File: src/rtl/bounded_counter_gen.sv
// Bounded up/down counter over a cyclic window [S..E] mod MODULUS with a
// prescaler and WRAP / BOUNCE / ONESHOT end-of-window behaviour.
module bounded_counter_gen #(
  parameter int WIDTH   = 4,
  parameter int MODULUS = 10,
  parameter int DIV     = 1
) (
  input  logic             clk,
  input  logic             rst,
  input  logic             en,
  input  logic             restart,
  input  logic             ud,
  input  logic [1:0]       mode,
  input  logic [WIDTH-1:0] start_vl,
  input  logic [WIDTH-1:0] stop_vl,
  output logic [WIDTH-1:0] out,
  output logic             tick,
  output logic             wrap,
  output logic             done
);

  localparam int PW = (DIV > 1) ? $clog2(DIV) : 1;
  localparam logic [PW-1:0]    PMAX = PW'(DIV - 1);
  localparam logic [WIDTH-1:0] MAXV = WIDTH'(MODULUS - 1);
  localparam logic [1:0] M_BOUNCE  = 2'd1;
  localparam logic [1:0] M_ONESHOT = 2'd2;

  logic [WIDTH-1:0] out_q, out_d;
  logic [PW-1:0]    pre_q, pre_d;
  logic             dir_q, dir_d;
  logic             done_q, done_d;
  logic             tick_q, tick_d;
  logic             wrap_q, wrap_d;

  logic [WIDTH-1:0] s_c, e_c, end_v;
  logic             in_win, step_up, at_end;

  function automatic logic [WIDTH-1:0] inc_m(input logic [WIDTH-1:0] v);
    return (v == MAXV) ? '0 : v + 1'b1;
  endfunction

  function automatic logic [WIDTH-1:0] dec_m(input logic [WIDTH-1:0] v);
    return (v == '0) ? MAXV : v - 1'b1;
  endfunction

  assign s_c     = (start_vl > MAXV) ? MAXV : start_vl;
  assign e_c     = (stop_vl  > MAXV) ? MAXV : stop_vl;
  // A wrapped window (S > E) covers S..MODULUS-1 then 0..E.
  assign in_win  = (s_c <= e_c) ? (out_q >= s_c && out_q <= e_c)
                                : (out_q >= s_c || out_q <= e_c);
  assign step_up = (mode == M_BOUNCE) ? ~dir_q : ~ud;
  assign end_v   = step_up ? e_c : s_c;
  assign at_end  = (out_q == end_v);

  always_comb begin
    out_d  = out_q;
    pre_d  = pre_q;
    dir_d  = dir_q;
    done_d = done_q;
    tick_d = 1'b0;
    wrap_d = 1'b0;
    if (restart) begin
      out_d  = ud ? e_c : s_c;
      pre_d  = '0;
      done_d = 1'b0;
      dir_d  = ud;
    end else if (en) begin
      if (mode != M_BOUNCE) dir_d = ud;
      if (!(done_q && mode == M_ONESHOT)) begin
        if (pre_q != PMAX) begin
          pre_d = pre_q + 1'b1;
        end else begin
          pre_d = '0;
          if (!in_win) begin
            out_d  = step_up ? s_c : e_c;
            tick_d = 1'b1;
          end else if (at_end) begin
            if (mode == M_BOUNCE) begin
              dir_d  = ~dir_q;
              out_d  = (s_c == e_c) ? s_c : (step_up ? dec_m(e_c) : inc_m(s_c));
              tick_d = 1'b1;
              wrap_d = 1'b1;
            end else if (mode == M_ONESHOT) begin
              done_d = 1'b1;
            end else begin
              out_d  = step_up ? s_c : e_c;
              tick_d = 1'b1;
              wrap_d = 1'b1;
            end
          end else begin
            out_d  = step_up ? inc_m(out_q) : dec_m(out_q);
            tick_d = 1'b1;
          end
          // ONESHOT completes on the step that lands on the window end.
          if (mode == M_ONESHOT && tick_d && out_d == end_v) done_d = 1'b1;
        end
      end
    end
  end

  always_ff @(posedge clk or posedge rst) begin
    if (rst) begin
      out_q  <= '0;
      pre_q  <= '0;
      dir_q  <= 1'b0;
      done_q <= 1'b0;
      tick_q <= 1'b0;
      wrap_q <= 1'b0;
    end else begin
      out_q  <= out_d;
      pre_q  <= pre_d;
      dir_q  <= dir_d;
      done_q <= done_d;
      tick_q <= tick_d;
      wrap_q <= wrap_d;
    end
  end

  assign out  = out_q;
  assign tick = tick_q;
  assign wrap = wrap_q;
  assign done = done_q;

endmodule

File: config.mk
export PLATFORM = sky130hd
export DESIGN_NAME = bounded_counter_gen
export DESIGN_NICKNAME = d
export VERILOG_FILES = /design/src/rtl/bounded_counter_gen.sv
export SDC_FILE = /design/constraint.sdc
export NUM_CORES = 1
export LEC_CHECK = 0
export CORE_UTILIZATION = 45
export DETAILED_ROUTE_END_ITERATION = 12
export MAX_ROUTING_LAYER = met4
export PLACE_DENSITY = 0.79
export SYNTH_ARGS = -nofsm -noshare
export SYNTH_HDL_FRONTEND = slang
export SYNTH_SLANG_ARGS = --single-unit
File: constraint.sdc
create_clock -name clk -period 3.2 [get_ports clk]
set_input_delay 0.96 -clock clk [delete_from_list [all_inputs] [get_ports clk]]
set_output_delay 0.96 -clock clk [all_outputs]
set_load 0.01 [all_outputs]
==> out/qor.csv <==
stage,metric,value,unit
placement,I/O Buffers,21,
yosys,Yosys reg bits,8,
drt,Wirelength per Cell,19.51,um
placement,Placed Area,2316,um2
yosys,post-synthesis cell area,1710,um2
global_routing,vias in the first global route,2037,
pwr,leakage power,1.210,nW
cts,clk_lat worst skew,0.23,ns
status,outcome,"finished, violations left",
drt,routed vias/inst,6.318,
yosys,main flop type after synthesis,dfrtp_1,
yosys,synthesized instance count,223,
job,Max-Cap Viols,0,
die,Die Ht,63.65,um
sta,Fmax achieved,0.2973,GHz
drt,met3 WL,646,um
global_routing,gr usage total,31.35,%
setup_path,Critical Path Sink Type,register,
die,# IOs,22,
yosys,Syn Nets,253,
cts,Clock Sinks,8,
setup_path,worst path cell trace,"buf_6, nand2b_4, a21boi_4, buf_6, mux2i_4, xnor2_2, or3_4, a221o_1, a32oi_2, buf_4, xnor2_2, o41ai_2",
global_routing,first-pass GRT wire length,9.666,mm
cts,cts hold-fix bufs,0,
sta,final count of hold timing violations,0,
final_layout,# diodes,0,
drt,WL final,6.809,mm
yosys,Syn Area/Cell,7.670,um2
placement,final RePlAce weighted congestion,0.9474,
final_layout,final instance area,2731,um2
setup_path,R2R Path Start,dir_q$_DFFE_PP0P_,
final_layout,Synth-to-Final Area Change,59.69,%
yosys,"EDFF count, synth",0,
sta,Max-slew headroom,61.69,%
setup_path,WS Path Type,input pin to register,
min_path,Hold Path Class,register to register,
drt,WL met2,3.290,mm
die,core area,3661,um2
drt,Top Layer Used,met4,
sta,RSZ-0062 raised after global routing,true,
sta,final period utilization,105.1,%
yosys,main area contributors after synthesis,"dfrtp_1, ha_1, a21oi_1",
yosys,Yosys top cell by area,dfrtp_1,
setup_path,Critical Path Slowest Stage Cell,or3_4,
cts,TritonCTS clock tree,built,
sta,slack of the critical path,-0.1638,ns
yosys,Synth Warn #,0,
sta,setup TNS,-0.1804,ns
setup_path,cells on worst reg2reg path,11,
final_layout,share of cells above drive strength 1,45.51,%
setup_path,"reg-to-reg slack, setup",0.28,ns
drt,DRC Markers,2,
drt,met1 wire length,2.517,mm
setup_path,crit path to,done$_DFFE_PP0P_,
yosys,Yosys top cell area share,11.70,%
die,starting density of the core,46.72,%
sta,Fin Clk Skew,0.0001853,ns
sta,Final setup viols,2,
setup_path,WP data arrival,3.47,ns
setup_path,cell family with most CP delay,compound AO/OA/AOI/OAI gates,
global_routing,largest net degree at the start of global routing,16,
cts,CTS root buf,clkbuf_8,
setup_path,Setup crit start kind,input pin,
pwr,Peak VDD IR,0.0002248,V
sta,min cycle time layout,3.364,ns
yosys,"Seq/Total Area, Yosys",11.70,%
yosys,"FFs w/ async S/R, synth",100.0,%
setup_path,R2R Path End,done$_DFFE_PP0P_,
global_routing,gr ovfl total,0,
cts,total CTS buffers,3,
min_path,Cells on Worst Hold Path,2,
drt,post-route ant nets,0,
setup_path,"Largest stage delay, worst path",0.47,ns
cts,clock-pin transition on the worst setup and hold timing paths,0.04,ns
cts,Longest Clk Path Bufs,2,
die,row count,22,
drt,First-pass DRT Iterations,12,
setup_path,Critical path buffers and inverters,3,
pwr,pwr/cell area,494.7,nW/um2
sta,"Slew Viols, Final",0,
sta,Least-Margin Pin Slew,0.5747,ns
placement,DP HPWL,3.945,mm
global_routing,antenna violations before repair,0,
final_layout,Total Nets Final,333,
setup_path,Critical Path RT,3.31,ns
drt,first-iteration detailed-routing DRC count,207,
die,DIE WIDTH,63.65,um
status,failing checks,"design-rule violations, negative setup slack",
yosys,Yosys cell types,54,
setup_path,Worst Setup SP,mode[1],
drt,via count,2205,
setup_path,Critical Path Fanout Max,7,
die,total die area,4051,um2
final_layout,FILL cells,226,
cts,CTS H-tree lvls,1,
setup_path,cell count along the critical path,12,
[cell usage after synthesis (all sizes together), types with 7 or more instances]
cell,count
nand2,16
ha,15
dfrtp,8
nand2b,8
inv,12
clkbuf,8
nand3,7
nor2,23
o21ai,17
buf,7
mux2i,10
a21oi,19
[worst min path at each step]
stage	end	start	slack [ns]
3_3_place_gp	tick$_DFF_PP0_	done$_DFFE_PP0P_	0.62
5_1_grt	tick$_DFF_PP0_	done$_DFFE_PP0P_	0.73
2_1_floorplan	tick$_DFF_PP0_	done$_DFFE_PP0P_	0.63
4_1_cts	tick$_DFF_PP0_	done$_DFFE_PP0P_	0.65
6_report	tick$_DFF_PP0_	done$_DFFE_PP0P_	0.69
3_5_place_dp	tick$_DFF_PP0_	done$_DFFE_PP0P_	0.63
[area by class of cell]
class / count / area [um2] / area share, %
Sequential cell: 8 / 200.2 / 7.329
Clock buffer: 3 / 41.29 / 1.512
Inverter: 14 / 61.31 / 2.245
Timing Repair Buffer: 90 / 749.5 / 27.44
Tap cell: 48 / 60.06 / 2.199
Multi-Input combinational cell: 186 / 1619 / 59.28
[routing by layer]
metal	vias to the layer above	global-route usage, %
met4	0	13.35
met3	56	4.891
met5	-	-
met2	140	52.79
met1	1033	36.62
li1	976	-
[worst reg2reg max path, delay by kind of cell, from the launching register on]
family	cells	cell delay [ns]
AOI/OAI and AO/OA	4	1.05
xor gates and xnor gates	2	0.21
buffers and inverters	2	0.32
DFF	1	0.40
muxes	1	0.26
and+or+nand+nor	2	0.56
[sequential cells by signal, indices dropped and copies added (netlist names)]
signal / cells
out: 4
tick: 1
done: 1
dir_q: 1
wrap: 1
[stage by stage]
| stage | hold WS (ns) | setup slack, ns | std cells | util (%) | power (mW) |
|---|---|---|---|---|---|
| final | 0.6887 | -0.1638 | 349 | 74.61 | 1.351 |
| after global routing | 0.7274 | -0.1408 | 349 | 74.61 | 1.403 |
| after CTS | 0.6498 | -0.009022 | 346 | 70.51 | 1.147 |
| after detailed placement | 0.6260 | -0.7502 | 332 | 63.26 | 0.9373 |
| after global placement | 0.6229 | -0.6949 | 332 | 63.26 | 0.9173 |
| after floorplan | 0.6323 | -0.1297 | 223 | - | 0.6595 |
[cell usage in the layout, fill, tap and decap left out, types with 7 or more instances in the layout]
master / count
buf_4: 61
nor2_1: 19
a21oi_1: 18
nand2_1: 15
buf_6: 13
o21ai_0: 11
ha_1: 10
clkdlybuf4s50_1: 10
inv_1: 8
dfrtp_1: 8
nand3_1: 7
[logic make-up (layout without fill, tap and decap cells)]
group                      Yosys count  count (layout)  share of synthesized area (%)
adders and majority gates           16              16                          11.56
and+or+nand+nor                     73              73                          22.02
muxes                               18              18                          13.39
buffers and inverters               29             107                          8.486
DFF                                  8               8                          11.70
AOI/OAI and AO/OA                   71              71                          28.75
xor gates and xnor gates             8               8                          4.097
[report_power, final]
part	internal, mW	switching [mW]	leakage (nW)
clock network	0.0819	0.0442	0.0216
logic	0.522	0.536	1.09
registers	0.121	0.0453	0.100
[repair_timing]
| action | CTS | global route |
|---|---|---|
| pin swaps | 25 | 28 |
| buffers inserted | 11 | 3 |
| endpoints found under the setup margin | 8 | 6 |
| gates resized for setup | 63 | 38 |
No activity file was read; power rests on OpenSTA's default activity.
